===== config.mk =====
export PLATFORM = sky130hd
export DESIGN_NAME = pixel_scrambler
export DESIGN_NICKNAME = d
export VERILOG_FILES = /design/src/rtl/pixel_scrambler.sv
export SDC_FILE = /design/constraint.sdc
export NUM_CORES = 1
export LEC_CHECK = 0
export BUFFER_PORTS_ARGS = -buffer_cell sky130_fd_sc_hd__buf_2
export CAP_MARGIN = 20
export CORE_ASPECT_RATIO = 0.9
export CORE_MARGIN = 4
export CORE_UTILIZATION = 51
export DETAILED_ROUTE_END_ITERATION = 8
export GPL_TIMING_DRIVEN = 0
export PLACE_DENSITY = 0.75
export SLEW_MARGIN = 30
export SYNTH_ARGS = -nofsm -noshare
export SYNTH_HDL_FRONTEND = slang
export SYNTH_SLANG_ARGS = --single-unit

===== constraint.sdc =====
create_clock -name clk -period 1.7 [get_ports clk]
set_input_delay 0.34 -clock clk [delete_from_list [all_inputs] [get_ports clk]]
set_output_delay 0.34 -clock clk [all_outputs]
set_load 0.005 [all_outputs]

===== src/rtl/pixel_scrambler.sv =====
// ---------------------------------------------------------------------------
// pixel_scrambler
//
// Stream scrambler for RGB565 (or wider) pixels. Each accepted pixel is XORed
// with the low DATA_WIDTH bits of a 32-bit keystream word:
//   - start-of-frame pixels use the stored seed rotated left by 4*key_sel,
//     which re-synchronises the keystream at every frame boundary;
//   - all other pixels use the running Galois LFSR.
// After every accept the LFSR advances by one step from the word just used,
// so an SOF pixel also reseeds the LFSR from the rotated seed.
//
// The block is idle (in_ready low) until a seed has been loaded. Output is a
// single registered stage with ready/valid handshaking on both sides.
//
// Ports
//   clk        rising-edge clock
//   reset      asynchronous active-low reset
//   key_sel    rotation index for SOF pixels (upstream counter value)
//   seed_load  load-seed strobe; enters RUN
//   seed       seed value (zero is replaced by 1)
//   in_valid   input pixel valid
//   in_data    input pixel
//   in_sof     start-of-frame flag of the input pixel
//   in_ready   block can accept a pixel this cycle
//   out_valid  output pixel valid
//   out_data   scrambled pixel
//   out_sof    start-of-frame flag of the output pixel
//   out_ready  downstream can accept a pixel
// ---------------------------------------------------------------------------
module pixel_scrambler #(
    parameter int DATA_WIDTH = 16,
    parameter int KEY_WIDTH  = 32,
    parameter int SEL_WIDTH  = 3
) (
    input  logic                  clk,
    input  logic                  reset,
    input  logic [SEL_WIDTH-1:0]  key_sel,
    input  logic                  seed_load,
    input  logic [KEY_WIDTH-1:0]  seed,
    input  logic                  in_valid,
    input  logic [DATA_WIDTH-1:0] in_data,
    input  logic                  in_sof,
    output logic                  in_ready,
    output logic                  out_valid,
    output logic [DATA_WIDTH-1:0] out_data,
    output logic                  out_sof,
    input  logic                  out_ready
);

    localparam logic [0:0] IDLE = 1'b0;
    localparam logic [0:0] RUN  = 1'b1;

    localparam int ROT_BITS = $clog2(KEY_WIDTH);
    localparam logic [KEY_WIDTH-1:0] LFSR_TAPS = KEY_WIDTH'(32'h80200003);
    localparam logic [KEY_WIDTH-1:0] SEED_ONE  = KEY_WIDTH'(1);

    logic [0:0]            state_reg;
    logic [0:0]            state_next;
    logic [KEY_WIDTH-1:0]  seed_reg;
    logic [KEY_WIDTH-1:0]  lfsr_reg;
    logic [KEY_WIDTH-1:0]  lfsr_next;
    logic                  out_valid_reg;
    logic [DATA_WIDTH-1:0] out_data_reg;
    logic                  out_sof_reg;

    logic [ROT_BITS-1:0]   rot_amt;
    logic [KEY_WIDTH-1:0]  rot_key;
    logic [KEY_WIDTH-1:0]  ks_word;
    logic [KEY_WIDTH-1:0]  lfsr_step;
    logic [KEY_WIDTH-1:0]  seed_eff;
    logic [DATA_WIDTH-1:0] scrambled;
    logic                  accept;

    // Rotation amount is 4*key_sel taken modulo the key width; the cast keeps
    // only the low bits, which is exactly the modulo for a power-of-two width.
    assign rot_amt = ROT_BITS'({key_sel, 2'b00});

    // A right shift by the full key width yields zero, so rot_amt == 0 falls
    // out naturally as the unrotated seed.
    assign rot_key = (seed_reg << rot_amt) | (seed_reg >> (KEY_WIDTH - int'(rot_amt)));

    assign ks_word   = in_sof ? rot_key : lfsr_reg;
    assign lfsr_step = ks_word[0] ? ((ks_word >> 1) ^ LFSR_TAPS) : (ks_word >> 1);

    // An all-zero seed would lock the LFSR at zero forever.
    assign seed_eff = (seed == '0) ? SEED_ONE : seed;

    assign in_ready = (state_reg == RUN) && (!out_valid_reg || out_ready);
    assign accept   = in_valid && in_ready;

    genvar gi;
    generate
        for (gi = 0; gi < DATA_WIDTH; gi++) begin : g_xor
            assign scrambled[gi] = in_data[gi] ^ ks_word[gi];
        end
    endgenerate

    // Only two ways out of the current state: a seed load enters RUN,
    // reset returns to IDLE.
    always_comb begin
        state_next = state_reg;
        if (seed_load) begin
            state_next = RUN;
        end
    end

    // A seed load takes priority over the step: a pixel accepted in the same
    // cycle is scrambled with the old keystream, then the new seed takes over.
    always_comb begin
        lfsr_next = lfsr_reg;
        if (seed_load) begin
            lfsr_next = seed_eff;
        end else if (accept) begin
            lfsr_next = lfsr_step;
        end
    end

    always_ff @(posedge clk or negedge reset) begin
        if (!reset) begin
            state_reg     <= IDLE;
            seed_reg      <= '0;
            lfsr_reg      <= '0;
            out_valid_reg <= 1'b0;
            out_data_reg  <= '0;
            out_sof_reg   <= 1'b0;
        end else begin
            state_reg <= state_next;
            lfsr_reg  <= lfsr_next;
            if (seed_load) begin
                seed_reg <= seed_eff;
            end
            // Data and SOF only move on accept, so they stay stable while
            // the downstream stalls.
            if (accept) begin
                out_valid_reg <= 1'b1;
                out_data_reg  <= scrambled;
                out_sof_reg   <= in_sof;
            end else if (out_ready) begin
                out_valid_reg <= 1'b0;
            end
        end
    end

    assign out_valid = out_valid_reg;
    assign out_data  = out_data_reg;
    assign out_sof   = out_sof_reg;

endmodule


After elaboration in Yosys (flattened, before gate mapping)
Index checks and enable logic that the tools add are counted.
W data, S select, Z words.

operators by class
  $mul = 0
  div/mod/pow operators = 0
  muxes and demuxes = 7
  reduce and logical (&&, ||, !) cells = 7
  $lt $le $gt $ge = 0
  bitwise operators = 18
  eq/ne operators = 0
  add/sub/neg operators = 1
  shift operators = 2

operators with widths
  kind                   count
  $mux W32               5
  $logic_not A32 Y1      1
  $or A32 B32 Y32        1
  $shl A32 B5 Y32        1
  $shr A32 B32 Y32       1
  $xor A1 B1 Y1          16
  $sub A6 B5 Y7 const A  1
  $not A3 Y4             1
  $reduce_bool A2 Y1     2
  $logic_and A1 B1 Y1    2
  $mux W1                2
  $logic_not A1 Y1       1
  $logic_or A1 B1 Y1     1

storage, ports and cells
  bits in writable memories = 0
  ROM bits = 0
  word-level logic and storage cells = 41
  memories kept = 0
  bits in latches = 0
  output and inout port bits = 19
  flip-flop bits (word level) = 83
  input bits = 57

Depth between registers and ports, before layout
Gate-level depths: netlist of run 1.

  depth in word-level cells = 8
  gate-level depth with buffers = 12

Worst setup path after synthesis of run 1
Ideal clock, no wire load.

  path kind = input-to-reg
  start point = input key_sel[0]
  end point = register lfsr_reg[3]
  path slack = -0.834 ns
  stages on the path = 11
  buffers on the path = 4
  setup time = 0.125 ns
  arrival = 2.409 ns
  cell sequence = buf_4 -> inv_2 -> buf_2 -> ha_1 -> buf_4 -> buf_4 -> mux4_2 -> a221o_1 -> o21ai_1 -> o21ai_1 -> mux2_2

on the way
  cells in the longest elaborated chain, start to end = 7
  elaborated cells on any way between the ends = 8
  those cells by class = add/sub: 1; shift: 2; mux: 4; bitwise: 1

ends and longest elaborated chain
  element                 line  text
  start: declaration      37    input logic [SEL_WIDTH-1:0] key_sel,
  $sub A6 B5 Y7           80    assign rot_key = (seed_reg << rot_amt) | (seed_reg >> (KEY_WIDTH - int'(rot_amt)));
  $shr A32 B32 Y32        80
  $or A32 B32 Y32 *       80
  $mux W32 *              82    assign ks_word = in_sof ? rot_key : lfsr_reg;
  $mux W32 *              83    assign lfsr_step = ks_word[0] ? ((ks_word >> 1) ^ LFSR_TAPS) : (ks_word >> 1);
  $mux W32 *              113   end else if (accept) begin
  $mux W32 *              111   if (seed_load) begin
  end signal: assignment  128   lfsr_reg <= lfsr_next;
  end: declaration        60    logic [KEY_WIDTH-1:0] lfsr_reg;

Every way passes the cells marked *; elsewhere a longest branch is shown, timed or not. The select of a mux whose other input is x is not followed.
A chain may end at the register's enable or synchronous reset.

Final worst setup path of run 1
  start point = input key_sel[1]
  end point = register lfsr_reg[3]

Same word-level chain as after synthesis.

==> metrics.yaml, run 1 <==
run_status:
  status: "finished with violations"
  failed_checks: "negative setup slack"
floorplanning:
  die_w_um: 119
  dieArea_um2: 12900
  start_util: 0.522
  core_area_um2: 10900
  dieHeight_um: 108
  rows: 36
  io_pins: 76
detailed_routing:
  via_per_inst: 6.76
  dr_total_vias: 5975
  antenna_left: 0
  routed_wl_mm: 23.5
  wire_per_inst_um: 26.6
  drc: 0
  drt-pass1-iter-count: 6
  first_iter_violations: 1007
synth:
  yosysWarningCount: 0
  synth_edf_count: 0
  ys_ff_latch: 83
  netlist_instances: 606
  yosys_most_used_dff: "dfrtp_1"
  yosys.area.top_type: "dfrtp_1"
  syn_nets: 664
  async_reset_ff_frac: 1.00
  syn_area_per_cell_um2: 9.36
  syn_area_um2: 5670
  synthDominantCellAreaShare: 0.366
  synth_area_leaders: "dfrtp_1, mux4_2, mux2i_1"
  ys_types: 64
  yosysSeqAreaShare: 0.366
finish:
  layout_common_cells: "buf_2, dfrtp_1, nand2_1, o21ai_0, buf_4"
  fin_nets: 785
  area_growth_pct: 34.3
  final_common_cell: "buf_2"
  diodes: 0
  final_cell_area_um2: 7610
  utilization: 0.701
  drive_above_1_share: 0.403
  fin_cells: 884
grt:
  grt_max_degree: 72
  grt_pass1_wl_mm: 34.3
  grt-ovfl-total: 0
  grt_pass1_vias: 5552
  antenna_found_initial: 0
  gr-usage-all-layers: 0.362
setup_path:
  reg2regPathDepth: 6
  critPathRequiredTime_ns: 1.94
  crit_path_start_kind: "primary input"
  cp-end-kind: "register"
  r2r_slack_ns: -0.30
  arrival_ns: 2.33
  regToRegEndpoint: "lfsr_reg[28]$_DFFE_PN0P_"
  path_max_fanout: 6
  critPathKind: "primary input to register"
  r2r_start: "seed_reg[1]$_DFFE_PN0P_"
place:
  numPortBuffers: 73
  dp.cells: 832
  place_congestion: 1.03
  dpl_cell_area_um2: 6400
  post-dp-hpwl_mm: 17.1
worst_hold_path:
  min_to: "seed_reg[31]$_DFFE_PN0P_"
  holdPathStages: 3
  hold_class: "primary input to register"
  worstHoldStart: "seed[31]"
pwr:
  peakVddDrop_uv: 599
  power_per_cell_area_nw_per_um2: 905
  p_leak_uw: 0.00319
  fin_total_pwr_uw: 6890
sta:
  clock.fmax_ghz: 0.479
  slew_viol_final: 0
  relSlewSlack: 0.380
  grt_setup_unrepaired: "true"
  worstMarginPinSlew_ns: 0.929
  min_period_ns: 2.09
  setup_violations: 47
  finClkSkew_ns: 0.00591
  setup_tns_ns: -9.12
  hold_viol: 0
  fin_ws_ns: -0.388
  period_share: 1.23
flow_run:
  drv_cap: 0
clock_tree:
  clock_path_buffers: 2
  root_buffer: "clkbuf_16"
  cts_sinks: 83
  clk_latency_ns: 0.35
  cts-buffers-inserted: 9
  path_clk_slew_ns: 0.07
  cts_tree: "yes"
  ctsHtreeMaxLevel: 3
[what timing repair did]
action	4_1_cts	5_1_grt
setup endpoints to repair	51	50
cloned	1	0
buffers inserted	25	13
hold buffers	1	0
pin swaps	22	38
gates resized for setup	86	78
endpoints found under the hold margin	12	0
[through the flow]
step / hold WS (ns) / setup slack [ns]
after CTS: 0.235 / -0.391
after global routing: 0.258 / -0.406
after global placement: 0.459 / -1.34
final: 0.240 / -0.388
after detailed placement: 0.165 / -1.15
after floorplan: 0.0444 / -0.575
[power breakdown]
part | switching (uW) | leakage [uW] | internal [uW]
Combinational | 1240 | 0.00207 | 1080
Clock | 883 | 0.000144 | 1150
Sequential | 296 | 0.000979 | 2240
[cell families (layout without fill, tap and decap cells)]
group / after synthesis / in the layout / synth area share
buffers and inverters: 81 / 207 / 0.0633
xor gates and xnor gates: 19 / 19 / 0.0294
muxes: 83 / 83 / 0.194
and+or+nand+nor: 155 / 155 / 0.128
DFF: 83 / 83 / 0.366
adders and majority gates: 1 / 1 / 0.00221
AOI/OAI and AO/OA: 184 / 184 / 0.216
[metal layers]
layer / part of all wire / GRT usage
met4: 0.049 / 0.150
met5: 0 / 0
met1: 0.40 / 0.494
met2: 0.44 / 0.546
met3: 0.11 / 0.103
[worst max-delay path, stage by stage]
cell	delay (ns)
buf_8	0.07
buf_8	0.11
inv_12	0.03
ha_4	0.33
buf_8	0.14
buf_12	0.13
mux4_2	0.28
a221o_1	0.40
o21ai_2	0.13
o21ai_1	0.09
mux2_4	0.27
[cells in the mapped netlist, types with 10 or more instances]
master,number
a21oi_1,28
buf_2,11
clkbuf_1,23
dfrtp_1,83
inv_1,29
mux2_2,23
mux2i_1,40
mux4_2,18
nand2_1,67
nand3_1,11
nand3b_1,10
nor2_1,29
o211ai_1,16
o21ai_0,53
o21ai_1,16
xor2_1,10
[area by class of cell]
class                      instances  area (um^2)
clock inverter                     7         75.1
buffer                            46          332
fill                             836         3240
tap                              152          190
multi-input combinational        442         3770
inverter                          32          148
timing repair buffer             113          781
sequential                        83         2090
clock buffer                       9          225
[worst max-delay path by stage]
stage                          start                        to  slack (ns)  cells after the start
after floorplan           key_sel[0]   lfsr_reg[3]$_DFFE_PN0P_       -0.58                     11
after global placement    key_sel[1]  lfsr_reg[25]$_DFFE_PN0P_       -1.34                     11
after detailed placement  key_sel[1]  lfsr_reg[24]$_DFFE_PN0P_       -1.15                     11
after CTS                 key_sel[0]   lfsr_reg[3]$_DFFE_PN0P_       -0.39                     12
after global routing      key_sel[1]   lfsr_reg[3]$_DFFE_PN0P_       -0.41                     11
final                     key_sel[1]   lfsr_reg[3]$_DFFE_PN0P_       -0.39                     11
(Power assumes the default switching activity.)
==> run 2, diff against run 1 <==
--- a/config.mk
+++ b/config.mk
@@ -10,9 +10,11 @@
 export CORE_ASPECT_RATIO = 0.9
 export CORE_MARGIN = 4
 export CORE_UTILIZATION = 51
+export CTS_CLUSTER_DIAMETER = 80
 export DETAILED_ROUTE_END_ITERATION = 8
 export GPL_TIMING_DRIVEN = 0
-export PLACE_DENSITY = 0.75
+export PLACE_DENSITY = 0.78
+export SKIP_LAST_GASP = 1
 export SLEW_MARGIN = 30
 export SYNTH_ARGS = -nofsm -noshare
 export SYNTH_HDL_FRONTEND = slang
==> run 2 against run 1 <==
The flow still finishes with violations (negative setup slack); clock skew increased by 0.0025 ns; die area is the same; maximum frequency up 2.0%; register-to-register slack is essentially flat; combinational power down 5%; first-iteration DRC count decreased by 24%; setup slack improved by 0.041 ns; via count is 1.8% lower; global-route usage increased by 0.51 points; critical endpoint unchanged; highest routed layer unchanged.
==> metrics.yaml, run 2 (same netlist as run 1, synthesis figures left out) <==
grt:
  gr-usage-all-layers: 0.367  # +0.00511
  grt_pass1_wl_mm: 35.1  # +2.4%
  grt-ovfl-total: 0  # unchanged
  met1_usage: 0.510  # +0.0167
  grt_pass1_vias: 5704  # +2.7%
  grt_util_met3: 0.0926  # -0.00994
  grt.met2_usage: 0.559  # +0.0129
  antenna_found_initial: 0  # unchanged
  top_usage_layer: "met2"
  grt_max_degree: 46  # -36%
detailed_routing:
  routed_wl_mm: 23.4  # -0.36%
  drc: 0  # unchanged
  via_per_inst: 6.71  # -0.70%
  antenna_left: 0  # unchanged
  drt-pass1-iter-count: 5  # -1
  wire_per_inst_um: 26.8  # +0.78%
  dr_total_vias: 5866  # -1.8%
  first_iter_violations: 770  # -24%
worst_hold_path:
  hold_class: "primary input to register"
place:
  numPortBuffers: 73  # unchanged
  place_congestion: 0.981  # -4.3%
  dp_slack_ns: -1.30  # -0.152 ns
  post-dp-hpwl_mm: 17.3  # +1.1%
  dpl_cell_area_um2: 6400  # -0.12%
clock_tree:
  ctsHtreeMaxLevel: 3  # unchanged
  cts_sinks: 83  # unchanged
  cts-buffers-inserted: 9  # unchanged
  root_buffer: "clkbuf_16"
  cts_tree: "yes"
  clock_path_buffers: 2  # unchanged
  path_clk_slew_ns: 0.07  # about the same
  clk_latency_ns: 0.35  # about the same
sta:
  worstMarginPinSlew_ns: 0.954  # +0.0249 ns
  slew_viol_final: 0  # unchanged
  finClkSkew_ns: 0.00840  # +0.00249 ns
  period_share: 1.20  # -0.0241
  grt_setup_unrepaired: "true"
  clock.fmax_ghz: 0.488  # +2.0%
  relSlewSlack: 0.364  # -0.0166
  hold_viol: 0  # unchanged
  setup_violations: 49  # +4.3%
  fin_ws_ns: -0.348  # +0.0410 ns
  min_period_ns: 2.05  # -0.0410 ns
finish:
  drive_above_1_share: 0.377  # -0.0263
  final_common_cell: "buf_2"
  diodes: 0  # unchanged
  layout_common_cells: "buf_2, dfrtp_1, nand2_1, o21ai_0, mux2i_1"
  utilization: 0.679  # -0.0221
  fin_nets: 775  # -1.3%
  area_growth_pct: 30.1
  final_cell_area_um2: 7370  # -3.2%
  n_fill_cell: 849  # +1.6%
floorplanning:
  rows: 36  # unchanged
  io_pins: 76  # unchanged
  dieArea_um2: 12900  # unchanged
  die_w_um: 119  # unchanged
  dieHeight_um: 108  # unchanged
  core_area_um2: 10900  # unchanged
  start_util: 0.522  # unchanged
setup_path:
  crit_path_start_kind: "primary input"
  cp-end-kind: "register"
  crit_buf_inv: 3  # -2
  critPathKind: "primary input to register"
  slowest_stage: "a221o_1"
  critPathRequiredTime_ns: 1.93  # about the same
  path_max_fanout: 6  # unchanged
  arrival_ns: 2.28  # -0.05 ns
  path_cells: "buf_8, buf_8, inv_12, ha_4, mux2i_1, o2bb2ai_1, a221o_1, o21ai_2, o21ai_1, mux2_2"
  cpLargestDelayFamily: "compound AO/OA/AOI/OAI gates"
  slowest_delay_ns: 0.44  # +0.04 ns
  cpMostUsedCell: "buf_8"
pwr:
  clock_power_share: 0.287  # -0.008
  p_int_uw: 4250  # -4.9%
  switchingPower_uw: 2400  # -0.83%
  seq_power_share: 0.379  # +0.011
  switching_share: 0.361  # +0.00959
  peakVddDrop_uv: 700  # +17%
  fin_total_pwr_uw: 6650  # -3.5%
  power_per_cell_area_nw_per_um2: 902  # -0.31%
  combPwrFrac: 0.334  # -0.003
  p_leak_uw: 0.00311  # -2.7%
run_status:
  failed_checks: "negative setup slack"
  status: "finished with violations"
flow_run:
  drv_cap: 0  # unchanged
[run 2: worst reg2reg max path: cells and delay by family, from the launching register on]
kind / cells / cell delay, ns
flip-flops: 1 / 0.54
AO/OA/AOI/OAI: 3 / 0.76
multiplexers: 1 / 0.57
[run 2: power groups by stage]
stage / Sequential (uW) / Combinational, uW / Clock, uW
finish: 2520 / 2220 / 1910
global route: 2550 / 2350 / 1990
CTS: 2500 / 2070 / 1890
detailed placement: 2530 / 1800 / 0
global placement: 2520 / 1770 / 0
floorplan: 2440 / 1160 / 0
[run 2: what timing repair did]
action / CTS / global route
setup buffers: 20 / 7
endpoints found under the setup margin: 50 / 50
hold endpoints to repair: 44 / 0
hold buffers: 1 / 0
resized for setup: 74 / 36
cloned: 1 / 0
pin swaps: 25 / 17
[run 2: metrics by stage]
step                      instances  setup TNS, ns  hold WS [ns]
after floorplan                 606         -15.88        0.0444
after global placement          831         -71.57         0.458
after detailed placement        832         -43.40         0.290
after CTS                       869          -9.09         0.244
after global routing            874         -12.71         0.259
final                           874          -9.78         0.249
[run 2: area by class of cell]
| type | instances | area, um^2 | share of cell area |
|---|---|---|---|
| inverters | 32 | 145 | 0.0197 |
| well taps | 152 | 190 | 0.0258 |
| clock buffers | 9 | 225 | 0.0305 |
| multi-input cells | 442 | 3680 | 0.499 |
| clock inverters | 7 | 58.8 | 0.00798 |
| plain buffers | 47 | 313 | 0.0424 |
| flip-flops and latches | 83 | 2090 | 0.283 |
| repair buffers | 102 | 672 | 0.0911 |
[run 2: path summary, 6_finish.rpt]
path | startpoint | slack [ns] | end | cells after the start
hold / removal | seed[10] | 0.25 | seed_reg[10]$_DFFE_PN0P_ | 3
setup / recovery | key_sel[1] | -0.35 | lfsr_reg[3]$_DFFE_PN0P_ | 10
hold reg to reg | out_data[8]$_DFFE_PN0P_ | 0.48 | out_data[8]$_DFFE_PN0P_ | 2
min in group asynchronous | reset | 0.48 | seed_reg[22]$_DFFE_PN0P_ | 2
setup reg to reg | seed_reg[14]$_DFFE_PN0P_ | -0.29 | lfsr_reg[25]$_DFFE_PN0P_ | 4
max in group asynchronous | reset | 0.63 | seed_reg[12]$_DFFE_PN0P_ | 3
[run 2: routing by layer]
| layer | up-vias | share of wire |
|---|---|---|
| li1 | 2450 | - |
| met1 | 2891 | 0.40 |
| met2 | 452 | 0.44 |
| met3 | 73 | 0.12 |
| met4 | 0 | 0.044 |
| met5 | - | 0 |
==> run 3, diff against run 2 <==
--- a/config.mk
+++ b/config.mk
@@ -5,6 +5,7 @@
 export SDC_FILE = /design/constraint.sdc
 export NUM_CORES = 1
 export LEC_CHECK = 0
+export ABC_AREA = 1
 export BUFFER_PORTS_ARGS = -buffer_cell sky130_fd_sc_hd__buf_2
 export CAP_MARGIN = 20
 export CORE_ASPECT_RATIO = 0.9
@@ -13,6 +14,7 @@
 export CTS_CLUSTER_DIAMETER = 80
 export DETAILED_ROUTE_END_ITERATION = 8
 export GPL_TIMING_DRIVEN = 0
+export MAX_ROUTING_LAYER = met4
 export PLACE_DENSITY = 0.78
 export SKIP_LAST_GASP = 1
 export SLEW_MARGIN = 30
==> run 3 against run 2 <==
The flow still finishes with violations (negative setup slack); synthesized cell count grew 35%; clock skew about the same; sequential share of layout area grew 1.1 points; critical path depth rose by 3; clock power up 7%; combinational power shrank 11%; final area fell by 4.3%; critical path type unchanged; critical endpoint is now out_data[13]$_DFFE_PN0P_; largest power group unchanged.
==> metrics.yaml, run 3 <==
synth:
  netlist_instances: 821  # +35%
  synth_most_common_cell: "nand2_1"
  synthTopCellsByCount: "nand2_1, nand3_1, dfrtp_1, inv_1, a21oi_1"
  synth_edf_count: 0  # unchanged
  yosys.area_share.simple: 0.353  # +0.225
  syn_area_um2: 5590  # -1.5%
  ys_types: 40  # -38%
  synthDominantCellAreaShare: 0.372  # +0.00550
  synthMuxAreaShare: 0  # -0.194
  synth_xor_area_frac: 0.00470  # -0.0246
  synthAdderAreaFrac: 0.00224  # +0.0000331
  yosysWarningCount: 0  # unchanged
  synth-compound-area-share: 0.182  # -0.0337
  syn_nets: 879  # +32%
  yosys.area.top_type: "dfrtp_1"
  async_reset_ff_frac: 1.00  # unchanged
  synth_area_leaders: "dfrtp_1, nand2_1, nand3_1"
  synth_top_family_by_area: "simple AND/OR/NAND/NOR gates"
  ys_ff_latch: 83  # unchanged
  yosysSeqAreaShare: 0.372  # +0.00550
  yosys_most_used_dff: "dfrtp_1"
  syn_area_per_cell_um2: 6.80  # -27%
sta:
  min_period_ns: 1.76  # -0.287 ns
  period_share: 1.04  # -0.169
  hold_viol: 0  # unchanged
  clock.fmax_ghz: 0.568  # +16%
  worstMarginPinSlew_ns: 0.846  # -0.108 ns
  slew_viol_final: 0  # unchanged
  relSlewSlack: 0.436  # +0.0723
  setup_tns_ns: -0.0727  # +9.70 ns
  setup_violations: 2  # -96%
  fin_ws_ns: -0.0601  # +0.287 ns
  finClkSkew_ns: 0.00867  # +0.000265 ns
  grt_setup_unrepaired: "true"
detailed_routing:
  first_iter_violations: 929  # +21%
  drt-pass1-iter-count: 6  # +1
  via_per_inst: 6.19  # -7.8%
  dr_total_vias: 6600  # +13%
  drc: 0  # unchanged
  antenna_left: 0  # unchanged
  wire_per_inst_um: 21.8  # -19%
  routed_wl_mm: 23.3  # -0.62%
worst_hold_path:
  holdPathStages: 2  # -1
  hold_class: "primary input to register"
place:
  post-dp-hpwl_mm: 16.9  # -2.5%
  numPortBuffers: 73  # unchanged
  dpl_cell_area_um2: 6250  # -2.2%
  place_congestion: 1.09  # +11%
clock_tree:
  ctsHtreeMaxLevel: 3  # unchanged
  path_clk_slew_ns: 0.07  # about the same
  cts_tree: "yes"
  root_buffer: "clkbuf_16"
  cts_sinks: 83  # unchanged
  clock_path_buffers: 2  # unchanged
  clk_latency_ns: 0.34  # about the same
  cts-buffers-inserted: 9  # unchanged
finish:
  drive_above_1_share: 0.247  # -0.130
  fin_nets: 991  # +28%
  layout_common_cells: "nand2_1, dfrtp_1, buf_2, nand3_1, inv_1"
  n_fill_cell: 986  # +16%
  final_common_cell: "nand2_1"
  final_cell_area_um2: 7060  # -4.3%
  multiInputGateArea_um2: 3250  # -12%
  utilization: 0.674  # -0.00475
  regArea_um2: 2080  # -0.54%
  diodes: 0  # unchanged
  area_growth_pct: 26.4
flow_run:
  drv_cap: 0  # unchanged
run_status:
  status: "finished with violations"
  failed_checks: "negative setup slack"
grt:
  grt_pass1_wl_mm: 34.8  # -1.1%
  antenna_found_initial: 0  # unchanged
  grt-ovfl-total: 0  # unchanged
  grt_max_degree: 51  # +11%
  grt_pass1_vias: 6229  # +9.2%
  gr-usage-all-layers: 0.373  # +0.00539
setup_path:
  arrival_ns: 1.99  # -0.29 ns
  path_cells: "buf_12, clkinv_8, buf_12, ha_4, inv_6, clkbuf_16, or2_1, nand3_1, nand4_1, nand2_1, nand2_1, nand3_1, nand2_1"
  cpMostUsedCell: "nand2_1"
  critPathKind: "primary input to register"
  reg2regPathDepth: 9  # +5
  crit_path_start_kind: "primary input"
  critPathRequiredTime_ns: 1.93  # about the same
  cp-end-kind: "register"
  slowest_delay_ns: 0.29  # -0.15 ns
  slowest_stage: "ha_4"
  path_max_fanout: 4  # -2
floorplanning:
  io_pins: 76  # unchanged
  dieHeight_um: 107  # -0.69%
  die_w_um: 118  # -0.69%
  rows: 35  # -2.8%
  dieArea_um2: 12700  # -1.4%
  start_util: 0.534  # +0.0114
  core_area_um2: 10500  # -3.6%
pwr:
  power_per_cell_area_nw_per_um2: 905  # +0.33%
  peakVddDrop_uv: 693  # -0.91%
  fin_total_pwr_uw: 6390  # -3.9%
  p_leak_uw: 0.00344  # +11%
-- run 3: cell types whose count changed after synthesis, moves of 8 or more --
cell,before,now
mux4_2,18,0
nor2_1,29,37
mux2i_1,40,0
a21oi_1,28,47
xnor2_1,9,0
nor2b_1,8,0
nand3_1,11,91
nor4_1,8,0
inv_1,29,52
nand2_1,67,284
o211ai_1,16,29
mux2_2,23,0
-- run 3: report_power, final --
group          total, uW  leakage [uW]  switching, uW  internal [uW]
Sequential          2380       0.00100            160           2220
Combinational       1980       0.00229           1230            745
Clock               2040      0.000141            857           1180
Total               6390       0.00344           2250           4140
-- run 3: path summary, 6_finish.rpt --
check | start | to | slack, ns
min in group asynchronous | reset | seed_reg[19]$_DFFE_PN0P_ | 0.45
worst max register to register | seed_reg[25]$_DFFE_PN0P_ | out_data[13]$_DFFE_PN0P_ | 0.04
worst min register to register | out_data[13]$_DFFE_PN0P_ | out_data[13]$_DFFE_PN0P_ | 0.47
max in group asynchronous | reset | seed_reg[6]$_DFFE_PN0P_ | 0.67
worst max-delay path | key_sel[0] | out_data[13]$_DFFE_PN0P_ | -0.06
worst min-delay path | out_ready | out_valid$_DFFE_PN0P_ | 0.18
-- run 3: timing repair --
| action | in CTS | in global routing |
|---|---|---|
| buffers inserted | 12 | 15 |
| pin swaps | 9 | 26 |
| endpoints found under the hold margin | 33 | 0 |
| resized for setup | 23 | 51 |
| cloned | 0 | 2 |
| setup endpoints to repair | 48 | 41 |
| hold buffers | 1 | 0 |
-- run 3: metrics by stage --
stage	instances	worst slack, ns	hold slack [ns]
final	1066	-0.0601	0.180
after global routing	1066	-0.100	0.192
after CTS	1050	-0.0373	0.178
after detailed placement	1024	-0.679	0.248
after global placement	1023	-0.669	0.436
after floorplan	821	-0.205	0.0444
-- run 3: area by class of cell --
cell class              instances  area share
flip-flops and latches         83       0.294
well taps                     129      0.0229
plain buffers                  42      0.0480
inverters                      59      0.0360
clock inverters                 5     0.00886
repair buffers                104      0.0964
multi-input cells             634       0.460
clock buffers                  10      0.0339
-- run 3: cell families after synthesis --
logic type,after synthesis
simple gates,456
compound gates,174
buf+inv,104
flops,83
xor+xnor,3
fa+ha+maj,1
-- run 3: critical path: cells and delay by family --
kind | cells | cell delay [ns]
fa+ha+maj | 1 | 0.29
simple gates | 7 | 0.90
buf+inv | 5 | 0.46
-- run 3: layer usage --
layer | global-route usage | share of wire
met1 | 0.497 | 0.41
met2 | 0.561 | 0.44
met3 | 0.0767 | 0.11
met4 | 0.146 | 0.038
met5 | - | 0
